<file path="config.mk">
export PLATFORM = sky130hd
export DESIGN_NAME = uart_tx_flat
export DESIGN_NICKNAME = d
export VERILOG_FILES = /design/src/rtl/uart_pkg.sv /design/src/rtl/uart_tx_if.sv /design/src/rtl/modulus_counter_parametrized.sv /design/src/rtl/uart_tx.sv /design/src/flat_wrapper.sv
export SDC_FILE = /design/constraint.sdc
export NUM_CORES = 1
export LEC_CHECK = 0
export BUFFER_PORTS_ARGS = -buffer_cell sky130_fd_sc_hd__buf_2
export CORE_UTILIZATION = 50
export DETAILED_ROUTE_END_ITERATION = 8
export HOLD_SLACK_MARGIN = 0.12
export PLACE_DENSITY = 0.7
export SLEW_MARGIN = 15
export SYNTH_ARGS = -nofsm -noshare
export SYNTH_HDL_FRONTEND = slang
export SYNTH_SLANG_ARGS = --single-unit
</file>
<file path="constraint.sdc">
create_clock -name sys_clk -period 1.7 [get_ports sys_clk]
set_input_delay 0.255 -clock sys_clk [delete_from_list [all_inputs] [get_ports sys_clk]]
set_output_delay 0.255 -clock sys_clk [all_outputs]
set_load 0.01 [all_outputs]
</file>
<file path="src/rtl/uart_pkg.sv">
// rtl/uart_pkg.sv - shared UART constants, FSM encoding and counter width helper
//
// Purpose: constants common to the UART transmitter and receiver so both
// ends of the link agree on frame format and oversampling ratio.
// Ports: none (package).

package uart_pkg;

  // FSM state encoding (2-bit)
  localparam logic [1:0] ST_IDLE  = 2'b00;
  localparam logic [1:0] ST_START = 2'b01;
  localparam logic [1:0] ST_DATA  = 2'b10;
  localparam logic [1:0] ST_STOP  = 2'b11;

  // Oversampling ticks per bit, shared with the receiver's ticker
  localparam int DEFAULT_OVERSAMPLE = 16;

  // Line levels of the framing bits
  localparam logic FRAME_START_BIT = 1'b0;
  localparam logic FRAME_STOP_BIT  = 1'b1;

  // Counter width for a modulus, never narrower than one bit
  function automatic int cnt_width(input int modulus);
    return (modulus > 1) ? $clog2(modulus) : 1;
  endfunction

endpackage

</file>
<file path="src/rtl/uart_tx_if.sv">
// rtl/uart_tx_if.sv - parallel-side handshake bundle of the UART transmitter
//
// Purpose: groups the byte request and the line/status outputs.
// Signals:
//   tx_start - request to send data_in (host -> transmitter)
//   data_in  - byte to send (host -> transmitter)
//   tx       - serial line, idle high (transmitter -> line)
//   tx_busy  - frame in progress (transmitter -> host)
//   tx_done  - one-cycle frame completion pulse (transmitter -> host)

interface uart_tx_if #(
  parameter int DATA_BITS = 8
);
  logic                 tx_start;
  logic [DATA_BITS-1:0] data_in;
  logic                 tx;
  logic                 tx_busy;
  logic                 tx_done;

  modport master (
    output tx_start,
    output data_in,
    input  tx,
    input  tx_busy,
    input  tx_done
  );

  modport slave (
    input  tx_start,
    input  data_in,
    output tx,
    output tx_busy,
    output tx_done
  );
endinterface

</file>
<file path="src/rtl/modulus_counter_parametrized.sv">
// rtl/modulus_counter_parametrized.sv - enabled modulo-MODULUS up counter
//
// Purpose: counts 0..MODULUS-1 on each enable, wrapping to 0.
// Ports:
//   clk     - clock, rising edge
//   reset_n - asynchronous active-low reset
//   clear   - synchronous clear, overrides en
//   en      - advance the count
//   count   - current value

module modulus_counter_parametrized
  import uart_pkg::*;
#(
  parameter int MODULUS = 16,
  parameter int WIDTH   = cnt_width(MODULUS)
) (
  input  logic             clk,
  input  logic             reset_n,
  input  logic             clear,
  input  logic             en,
  output logic [WIDTH-1:0] count
);

  always_ff @(posedge clk or negedge reset_n) begin
    if (!reset_n) begin
      count <= '0;
    end else if (clear) begin
      count <= '0;
    end else if (en) begin
      count <= (count == WIDTH'(MODULUS - 1)) ? '0 : count + WIDTH'(1);
    end
  end

endmodule

</file>
<file path="src/rtl/uart_tx.sv">
// rtl/uart_tx.sv - 8N1 UART transmitter with 16x oversampling bit timing
//
// Purpose: serialises a byte as start bit, DATA_BITS data bits LSB-first and
// one stop bit. One bit lasts BAUD_DIV * OVERSAMPLE sys_clk cycles.
// Ports:
//   sys_clk - clock, rising edge
//   reset_n - asynchronous active-low reset
//   bus     - uart_tx_if slave: tx_start/data_in in, tx/tx_busy/tx_done out

module uart_tx
  import uart_pkg::*;
#(
  parameter int DATA_BITS  = 8,
  parameter int OVERSAMPLE = DEFAULT_OVERSAMPLE,
  parameter int BAUD_DIV   = 27
) (
  input  logic     sys_clk,
  input  logic     reset_n,
  uart_tx_if.slave bus
);

  localparam int DIV_W  = cnt_width(BAUD_DIV);
  localparam int TICK_W = cnt_width(OVERSAMPLE);
  localparam int BIT_W  = cnt_width(DATA_BITS);

  logic [1:0]           state;
  logic [DIV_W-1:0]     div_cnt;
  logic [TICK_W-1:0]    tick_cnt;
  logic [BIT_W-1:0]     bit_cnt;
  logic [DATA_BITS-1:0] shift_reg;
  logic [DATA_BITS-1:0] shift_next;
  logic                 tx_q;
  logic                 busy_q;
  logic                 done_q;
  logic                 in_idle;
  logic                 baud_tick;
  logic                 bit_end;
  logic                 last_bit;

  assign in_idle    = (state == ST_IDLE);
  assign baud_tick  = (div_cnt == DIV_W'(BAUD_DIV - 1));
  // A bit ends on the tick that completes the last oversampling slot
  assign bit_end    = baud_tick && (tick_cnt == TICK_W'(OVERSAMPLE - 1));
  assign last_bit   = (bit_cnt == BIT_W'(DATA_BITS - 1));
  assign shift_next = shift_reg >> 1;

  assign bus.tx      = tx_q;
  assign bus.tx_busy = busy_q;
  assign bus.tx_done = done_q;

  // Baud divider, parked at zero while idle so every frame starts aligned
  always_ff @(posedge sys_clk or negedge reset_n) begin
    if (!reset_n) begin
      div_cnt <= '0;
    end else if (in_idle || baud_tick) begin
      div_cnt <= '0;
    end else begin
      div_cnt <= div_cnt + DIV_W'(1);
    end
  end

  modulus_counter_parametrized #(.MODULUS(OVERSAMPLE)) u_tick_cnt (
    .clk     (sys_clk),
    .reset_n (reset_n),
    .clear   (in_idle),
    .en      (baud_tick),
    .count   (tick_cnt)
  );

  modulus_counter_parametrized #(.MODULUS(DATA_BITS)) u_bit_cnt (
    .clk     (sys_clk),
    .reset_n (reset_n),
    .clear   (in_idle),
    .en      (bit_end && (state == ST_DATA)),
    .count   (bit_cnt)
  );

  // The line level is registered alongside each state change, so tx always
  // matches the state it belongs to without a combinational output path.
  always_ff @(posedge sys_clk or negedge reset_n) begin
    if (!reset_n) begin
      state     <= ST_IDLE;
      shift_reg <= '0;
      tx_q      <= FRAME_STOP_BIT;
      busy_q    <= 1'b0;
      done_q    <= 1'b0;
    end else begin
      done_q <= 1'b0;
      case (state)
        ST_IDLE: begin
          if (bus.tx_start) begin
            shift_reg <= bus.data_in;
            tx_q      <= FRAME_START_BIT;
            busy_q    <= 1'b1;
            state     <= ST_START;
          end
        end
        ST_START: begin
          if (bit_end) begin
            tx_q  <= shift_reg[0];
            state <= ST_DATA;
          end
        end
        ST_DATA: begin
          if (bit_end) begin
            shift_reg <= shift_next;
            if (last_bit) begin
              tx_q  <= FRAME_STOP_BIT;
              state <= ST_STOP;
            end else begin
              tx_q <= shift_next[0];
            end
          end
        end
        ST_STOP: begin
          if (bit_end) begin
            busy_q <= 1'b0;
            done_q <= 1'b1;
            state  <= ST_IDLE;
          end
        end
        default: begin
          tx_q   <= FRAME_STOP_BIT;
          busy_q <= 1'b0;
          state  <= ST_IDLE;
        end
      endcase
    end
  end

endmodule
</file>
<file path="src/flat_wrapper.sv">
// flat-port wrapper written by rule: the top's interface ports become plain ports
module uart_tx_flat import uart_pkg::*;
#(
  parameter int DATA_BITS  = 8,
  parameter int OVERSAMPLE = DEFAULT_OVERSAMPLE,
  parameter int BAUD_DIV   = 27
)
  (sys_clk, reset_n, bus_tx_start, bus_data_in, bus_tx, bus_tx_busy, bus_tx_done);
  uart_tx_if #(.DATA_BITS(DATA_BITS)) bus_i ();
  input  logic sys_clk;
  input  logic reset_n;
  input wire logic [$bits(bus_i.tx_start)-1:0] bus_tx_start;
  input wire logic [$bits(bus_i.data_in)-1:0] bus_data_in;
  output wire logic [$bits(bus_i.tx)-1:0] bus_tx;
  output wire logic [$bits(bus_i.tx_busy)-1:0] bus_tx_busy;
  output wire logic [$bits(bus_i.tx_done)-1:0] bus_tx_done;
  assign bus_i.tx_start = bus_tx_start;
  assign bus_i.data_in = bus_data_in;
  assign bus_tx = bus_i.tx;
  assign bus_tx_busy = bus_i.tx_busy;
  assign bus_tx_done = bus_i.tx_done;
  uart_tx #(.DATA_BITS(DATA_BITS), .OVERSAMPLE(OVERSAMPLE), .BAUD_DIV(BAUD_DIV)) u_core (.sys_clk(sys_clk), .reset_n(reset_n), .bus(bus_i));
endmodule
</file>
# Word level (Yosys, flattened, before mapping)
# Cells that the tools add are included.
[word_totals]
regBits = 25
in_bits = 11
out_inout_bits = 3
elab_cells = 61
[classes]
add_sub_neg = 3
eq_ne = 11
mux = 26
n_reduce_logical = 13
[ops]
columns = ["op", "count"]
rows = [
  ["$mux W8", 2],
  ["$pmux W8 S2", 1],
  ["$mux W4", 3],
  ["$mux W2", 5],
  ["$mux W3", 3],
  ["$mux W1", 8],
  ["$ne A2 B1 Y1 const B", 4],
  ["$pmux W2 S4", 1],
  ["$reduce_bool A2 Y1", 4],
  ["$reduce_and A3 Y1", 2],
  ["$add A5 B1 Y5 const B", 1],
  ["$eq A5 B5 Y1 const B", 1],
  ["$mux W5", 1],
  ["$reduce_and A5 Y1", 1],
  ["$add A4 B1 Y4 const B", 1],
  ["$eq A2 B2 Y1 const B", 2],
  ["$eq A4 B4 Y1 const B", 1],
  ["$reduce_and A4 Y1", 1],
  ["$add A3 B1 Y3 const B", 1],
  ["$eq A3 B3 Y1 const B", 1],
  ["$pmux W1 S3", 1],
  ["$reduce_bool A3 Y1", 1],
  ["$eq A2 B1 Y1 const B", 1],
  ["$logic_and A1 B1 Y1", 2],
  ["other kinds (4)", 4],
]

# Logic depth before layout (Yosys ltp)
# Gate-level depths: netlist of the first run.
[depth]
depth_word = 5
mapped_depth = 8

# Hierarchy
# Synthesis of the first run repeated with hierarchy kept, for this count alone.
[unflattened]
cells_unflattened = 131
hier_area_um2 = 1366.3
[modules_own_cells]
columns = ["mod", "instances", "cells_each", "area_per_inst_um2", "seq_area_each_um2"]
rows = [
  ["uart_tx", 1, 100, 1023.5, 451.7],
  ["modulus_counter_parametrized (u_core.u_tick_cnt)", 1, 19, 191.4, 100.1],
  ["modulus_counter_parametrized (u_core.u_bit_cnt)", 1, 12, 151.4, 75.1],
]

# Least setup slack after synthesis of the first run
# No wires, ideal clock.
[synth_path]
path_type = "reg2reg"
from = "reg u_core.state[0]"
to = "reg u_core.shift_reg[0]"
setup_ps = 77
arrival_ps = 1517
path_slack_ps = 106
stages_incl_launch_ff = 8
n_path_buf = 1
path_cell_list = "dfrtp_1 inv_1 ha_1 mux2_2 buf_2 nand2_1 o22ai_1 a21oi_1"
[synth_between]
elab_chain_cells = 3
word_cells_on_any_way = 7
[synth_lines]
columns = ["element", "line_no", "text"]
rows = [
  ["start, declared", "uart_tx.sv:26", "logic [1:0] state;"],
  ["start signal, assigned", "uart_tx.sv:82", "state <= ST_IDLE;"],
  ["start signal, assigned", "uart_tx.sv:95", "state <= ST_START;"],
  ["start signal, assigned", "uart_tx.sv:101", "state <= ST_DATA;"],
  ["$eq A2 B2 Y1 or $logic_not A2 Y1 (tied branches)", "uart_tx.sv:89", "case (state)"],
  ["$ne A2 B1 Y1 (no line), or another cell as far along", "n/a", ""],
  ["$reduce_and A3 Y1 (no line)", "n/a", ""],
  ["end signal, assigned", "uart_tx.sv:92", "shift_reg <= bus.data_in;"],
  ["end signal, assigned", "uart_tx.sv:106", "shift_reg <= shift_next;"],
  ["end, declared", "uart_tx.sv:30", "logic [DATA_BITS-1:0] shift_reg;"],
]
# Several ways; a longest one is shown, not always the timed one.
# A chain may end at the register's enable or synchronous reset.

# Worst setup path after layout of the first run
[layout_path]
from = "reg u_core.div_cnt[0]"
to = "reg u_core.state[1]"
[layout_between]
elab_chain_cells = 4
word_cells_on_any_way = 6
[layout_lines]
columns = ["element", "line_no", "text"]
rows = [
  ["start, declared", "uart_tx.sv:27", "logic [DIV_W-1:0] div_cnt;"],
  ["start signal, assigned", "uart_tx.sv:58", "div_cnt <= div_cnt + DIV_W'(1);"],
  ["$eq A5 B5 Y1 *", "uart_tx.sv:41", "assign baud_tick = (div_cnt == DIV_W'(BAUD_DIV - 1));"],
  ["$logic_and A1 B1 Y1 *", "uart_tx.sv:43", "assign bit_end = baud_tick && (tick_cnt == TICK_W'(OVERSAMPLE - 1));"],
  ["$ne A2 B1 Y1 (no line)", "n/a", ""],
  ["$reduce_and A5 Y1 (no line) *", "n/a", ""],
]
# Every way passes the cells marked *; elsewhere a longest branch is shown, timed or not.

==> results of run 1 <==
[worst paths after layout]
path                                   start                  end  slack [ns]  cells past startpoint
max                        u_core.div_cnt[0]      u_core.state[1]        0.04                      6
min                           bus_data_in[6]  u_core.shift_reg[6]        0.20                      3
max reg2reg                u_core.div_cnt[0]      u_core.state[1]        0.04                      6
min reg2reg                    u_core.bus.tx        u_core.bus.tx        0.52                      2
max in group asynchronous            reset_n        u_core.bus.tx        0.90                      2
min in group asynchronous            reset_n   u_core.bus.tx_busy        0.44                      2
[power groups by stage]
stage / Clock, uW / Combinational (uW) / Sequential, uW
finish: 263 / 1050 / 938
global route: 304 / 1200 / 963
detailed placement: 0 / 989 / 949
global placement: 0 / 946 / 934
floorplan: 0 / 741 / 920
CTS: 274 / 1010 / 935
[cell families (layout without fill, tap and decap cells)]
logic type	count (synthesis)	in the layout
fa+ha+maj	9	9
xor+xnor	4	4
buf+inv	10	33
flops	25	25
mux	6	6
compound gates	36	36
simple gates	37	37
[cell usage in the layout (no fill, tap or decap), drive strengths merged, types with 3 or more instances in the layout]
| master | netlist | routed |
|---|---|---|
| o22ai | 14 | 14 |
| mux2i | 4 | 4 |
| xor2 | 3 | 3 |
| nor2 | 10 | 10 |
| nand2 | 11 | 11 |
| o21ai | 6 | 6 |
| dfrtp | 24 | 24 |
| ha | 9 | 9 |
| a21oi | 13 | 13 |
| clkbuf | 2 | 3 |
| nand3 | 5 | 5 |
| buf | 3 | 23 |
| inv | 5 | 5 |
[through the flow]
step,hold WS [ns],TNS (ns)
after floorplan,-0.0406,0
after global placement,0.267,0
after detailed placement,0.273,-0.00791
after CTS,0.197,0
after global routing,0.181,-0.0333
final,0.199,0
[tightest hold or removal path: cells and delay by family]
family / cells / cell delay [ns]
compound gates: 2 / 0.15
buf+inv: 1 / 0.08
[metal layers]
layer	wire length [um]	up-vias
met4	23	0
met3	53	4
met5	0	-
met1	1140	491
met2	1260	15
li1	-	505
[layout make-up]
cell class                      count  area share (%)
Clock buffer                        3            1.50
Tap cell                           30            2.50
Inverter                            5            1.25
Sequential cell                    25            41.7
Clock inverter                      1           0.333
Multi-Input combinational cell     92            42.3
Timing Repair Buffer               24            10.5
[timing repair]
item                                    4_1_cts  5_1_grt
gates resized for setup                       3        7
endpoints found under the setup margin        8       13
hold buffers                                  1        0
pin swaps                                     0        2
hold endpoints to repair                     24        0
setup buffers                                 0        2
==> results.json, run 1 <==
{
  "postLayoutCoreUtil_pct": 61.3,
  "overflow": 0,
  "coreArea_um2": 2450,
  "fin_nets": 171,
  "worst_slack_ns": 0.0435,
  "dpl.cell_count": 173,
  "netlist_instances": 127,
  "hold_viol_final": 0,
  "syn-mean-instance-area_um2": 10.1,
  "setup_viol": 0,
  "synth_top_flop_cell": "dfrtp_1",
  "area_growth_syn_to_layout_pct": 17.0,
  "final_cells": 180,
  "initial_core_util_pct": 52.3,
  "relSlewSlack_pct": 63.9,
  "grt_use_met3_pct": 3.48,
  "grt_antenna_before_repair": 0,
  "portBuffers": 13,
  "muxShareOfSynthArea_pct": 4.87,
  "worstMarginPinSlew_ns": 0.541,
  "use_met1_pct": 26.5,
  "htreeDepth": 1,
  "path_max_fanout": 5,
  "critical_path_required_ns": 1.92,
  "period_minus_slack_ns": 1.66,
  "clk_latency_ns": 0.31,
  "clock_sinks": 25,
  "multi_input_area_um2": 636,
  "rows": 18,
  "pre_cts_slack_ns": -0.00791,
  "async_flop_share_pct": 100,
  "num_vias": 1015,
  "antennaDiodeCount": 0,
  "synth-simple-area-share_pct": 14.8,
  "synth-seq-cells": 25,
  "fillers": 218,
  "gp_congestion": 0.796,
  "vias_per_cell": 5.64,
  "p_per_area_nw_per_um2": 1500,
  "fin_area_um2": 1500,
  "cts-buffers-inserted": 3,
  "finClkSkew_ns": 0.00447,
  "final.period_utilization_pct": 97.4,
  "synth-seq-area-share_pct": 48.8,
  "ys_warn_count": 0,
  "drt_iter0_markers": 20,
  "p_leak_uw": 0.000704,
  "placed_cell_area_um2": 1420,
  "power_uw": 2260,
  "syn_nets": 147,
  "ant_nets": 0,
  "finalMaxSlewViolations": 0,
  "largest_register_ffs": 8,
  "dieWidth_um": 52.7,
  "synth_top_family_by_area": "compound AO/OA/AOI/OAI gates",
  "synthXorXnorAreaFrac_pct": 2.73,
  "power.share.clock_pct": 11.7,
  "seqPwrFrac_pct": 41.6,
  "ios": 14,
  "hold_path_class": "in -> reg",
  "rsz0062_at_grt": "true",
  "synthAdderAreaFrac_pct": 8.76,
  "grt_most_used_layer": "met2",
  "dr.pass1.iters": 4,
  "globalRouteTotalUtil_pct": 21.0,
  "cts_root_buffer": "clkbuf_4",
  "grt_pass1_wl_mm": 4.24,
  "yosys-top-cells-area": "dfrtp_1, ha_1, o22ai_1, a21oi_1, nand2_1",
  "p_int_uw": 1380,
  "synth_top_area_share_pct": 46.7,
  "ctsLongestPathBuffers": 2,
  "dp_hpwl_mm": 1.78,
  "crit_buf_inv": 1,
  "grt_pass1_vias": 1021,
  "ir_drop_v": 0.00103,
  "synth_area_um2": 1280,
  "yosysMostFrequentCell": "dfrtp_1",
  "critPathTopFamily": "simple AND/OR/NAND/NOR gates",
  "synth-edff-count": 0,
  "cp_cell_sequence": "inv_1 -> ha_1 -> and4b_2 -> a21oi_1 -> nor2_1 -> mux2_2",
  "switching_share_pct": 38.7,
  "cp_slowest_stage_delay_ns": 0.40,
  "synth_compound_area_share_pct": 16.4,
  "slowest_stage": "dfrtp_1",
  "synth_common_cells": "dfrtp_1, o22ai_1, a21oi_1",
  "use_met2_pct": 35.9,
  "dieHeight_um": 52.7,
  "switching_power_uw": 872,
  "power_frac_comb_pct": 46.8,
  "status": "complete, no violations",
  "die_area_um2": 2780,
  "layout-drive-gt1-share_pct": 26.0,
  "cts_tree": "done",
  "synth_cell_types": 30,
  "grt_max_degree": 26,
  "critPathKind": "reg -> reg",
  "synth_area_leader_cell": "dfrtp_1",
  "routedWlPerCell_um": 13.8,
  "critPathArrivalTime_ns": 1.87,
  "seq_area_um2": 627,
  "drc_errors": 0,
  "crit_path_end_kind": "register",
  "maxCapViolCount": 0,
  "wl_mm": 2.48,
  "clkTransAtPathRegs_ns": 0.14,
  "cp-start-kind": "register",
  "fmax_mhz": 604
}
No activity file was read; power rests on OpenSTA's default activity.
==> run 2: changes to the inputs <==
--- a/config.mk
+++ b/config.mk
@@ -6,6 +6,7 @@
 export NUM_CORES = 1
 export LEC_CHECK = 0
 export BUFFER_PORTS_ARGS = -buffer_cell sky130_fd_sc_hd__buf_2
+export CORE_ASPECT_RATIO = 1.25
 export CORE_UTILIZATION = 50
 export DETAILED_ROUTE_END_ITERATION = 8
 export HOLD_SLACK_MARGIN = 0.12
==> run 2 against run 1 <==
Hold slack worse by 0.024 ns. Register-to-register slack improved by 0.03 ns. Core utilization is 2.3 points higher. Critical path depth is the same. Sequential share of layout area is 1.0 points lower. Clock skew is 0.0014 ns higher. Final area is 2.6% higher. Total power increased by 4.5%. Cell count grew 3.3%. Via count is 3.1% higher. Clock power grew 8.4%. Worst setup slack better by 0.027 ns. Highest routed layer unchanged.
==> results.json, run 2 (synthesized netlist as in run 1, its figures left out) <==
{
  "whs_endpoint": "u_core.shift_reg[7]",
  "p_per_area_nw_per_um2": 1530,
  "finalMaxSlewViolations": 0,
  "cp-start-kind": "register",
  "fillers": 206,
  "largest_register_ffs": 8,
  "fin_nets": 174,
  "clk_latency_ns": 0.33,
  "fmax_mhz": 614,
  "grt_pass1_wl_mm": 4.11,
  "crit_start": "u_core.state[1]",
  "ff2ff_path_depth": 6,
  "vias_per_cell": 5.62,
  "setup_viol": 0,
  "ant_nets": 0,
  "ios": 14,
  "worstMarginPinSlew_ns": 0.553,
  "mostFrequentLayoutCells": "dfrtp_1, o22ai_1, buf_2",
  "globalRouteTotalUtil_pct": 21.0,
  "cts-buffers-inserted": 3,
  "ir_drop_v": 0.00114,
  "rsz0062_at_grt": "false",
  "hold_viol_final": 0,
  "die_area_um2": 2780,
  "hold_start": "bus_data_in[7]",
  "initial_core_util_pct": 52.9,
  "r2r_end": "u_core.state[1]",
  "cts_root_buffer": "clkbuf_4",
  "grt_antenna_before_repair": 0,
  "grt_max_degree": 26,
  "period_minus_slack_ns": 1.63,
  "layout-drive-gt1-share_pct": 30.7,
  "coreArea_um2": 2430,
  "antennaDiodeCount": 0,
  "cts_tree": "done",
  "dieWidth_um": 47.3,
  "relSlewSlack_pct": 63.1,
  "hold_slack_ns": 0.175,
  "clock_sinks": 25,
  "drt_iter0_markers": 26,
  "status": "complete, no violations",
  "dp_hpwl_mm": 1.83,
  "portBuffers": 13,
  "postLayoutCoreUtil_pct": 63.6,
  "rr_startpoint": "u_core.state[1]",
  "area_growth_syn_to_layout_pct": 20.1,
  "drc_errors": 0,
  "clkTransAtPathRegs_ns": 0.15,
  "critical_path_required_ns": 1.93,
  "grt_pass1_vias": 1026,
  "maxCapViolCount": 0,
  "hold_path_class": "in -> reg",
  "finClkSkew_ns": 0.00590,
  "overflow": 0,
  "p_leak_uw": 0.000713,
  "layout_commonest_cell": "dfrtp_1",
  "dieHeight_um": 58.7,
  "num_vias": 1046,
  "ff2ff_setup_slack_ns": 0.07,
  "htreeDepth": 1,
  "routedWlPerCell_um": 13.9,
  "dr.pass1.iters": 4,
  "critPathArrivalTime_ns": 1.86,
  "ctsLongestPathBuffers": 2,
  "critPathKind": "reg -> reg",
  "worstHoldPathCells": 2,
  "wl_mm": 2.58,
  "crit_path_end_kind": "register",
  "rows": 20,
  "final.period_utilization_pct": 95.9,
  "path_max_fanout": 5,
  "gp_congestion": 0.799
}
-- run 2: layout make-up --
type                       instances  area, um^2  share of cell area (%)
tap                               33        41.3                    2.68
sequential                        25         627                    40.6
clock inverter                     1        7.51                   0.487
multi-input combinational         92         649                    42.1
timing repair buffer              27         176                    11.4
inverter                           5        18.8                    1.22
clock buffer                       3        22.5                    1.46
-- run 2: critical path: stages (launching register included) --
cell,delay [ns]
dfrtp_1,0.44
buf_4,0.15
ha_2,0.20
nor3_2,0.20
a21oi_2,0.05
nor2_1,0.15
mux2_2,0.35
-- run 2: repair_timing --
| item | in CTS | in global routing |
|---|---|---|
| hold buffers | 1 | 0 |
| endpoints found under the setup margin | 9 | 11 |
| pin swaps | 0 | 4 |
| setup buffers | 0 | 3 |
| resized for setup | 2 | 14 |
| hold endpoints to repair | 24 | 0 |
-- run 2: report_power, final --
| part | switching, uW | total, uW | internal (uW) |
|---|---|---|---|
| Combinational | 595 | 1150 | 555 |
| Clock | 195 | 285 | 90.2 |
| Sequential | 134 | 922 | 788 |
-- run 2: layer usage --
layer | GRT usage [%] | wire (um) | vias to the layer above
met3 | 1.84 | 51 | 4
li1 | - | - | 506
met4 | 13.5 | 59 | 0
met1 | 23.2 | 1040 | 518
met2 | 36.6 | 1430 | 18
met5 | 0 | 0 | -
-- run 2: worst max-delay path by stage --
stage / end / slack (ns) / cells past startpoint
6_report: u_core.state[1] / 0.07 / 6
5_1_grt: u_core.u_bit_cnt.count[1] / 0.004 / 6
4_1_cts: u_core.state[1] / 0.01 / 7
3_5_place_dp: u_core.shift_reg[5] / -0.006 / 6
3_3_place_gp: u_core.shift_reg[1] / 0.05 / 7
2_1_floorplan: u_core.shift_reg[0] / 0.11 / 7
-- run 2: through the flow --
step | setup WS, ns | setup TNS [ns] | std cells | instance area (um^2) | total power (uW)
finish | 0.0701 | 0 | 186 | 1540 | 2360
global route | 0.00424 | 0 | 186 | 1540 | 2530
CTS | 0.0130 | 0 | 183 | 1480 | 2260
detailed placement | -0.00612 | -0.00612 | 178 | 1440 | 1980
global placement | 0.0454 | 0 | 178 | 1440 | 1930
floorplan | 0.106 | 0 | 127 | 1280 | 1660
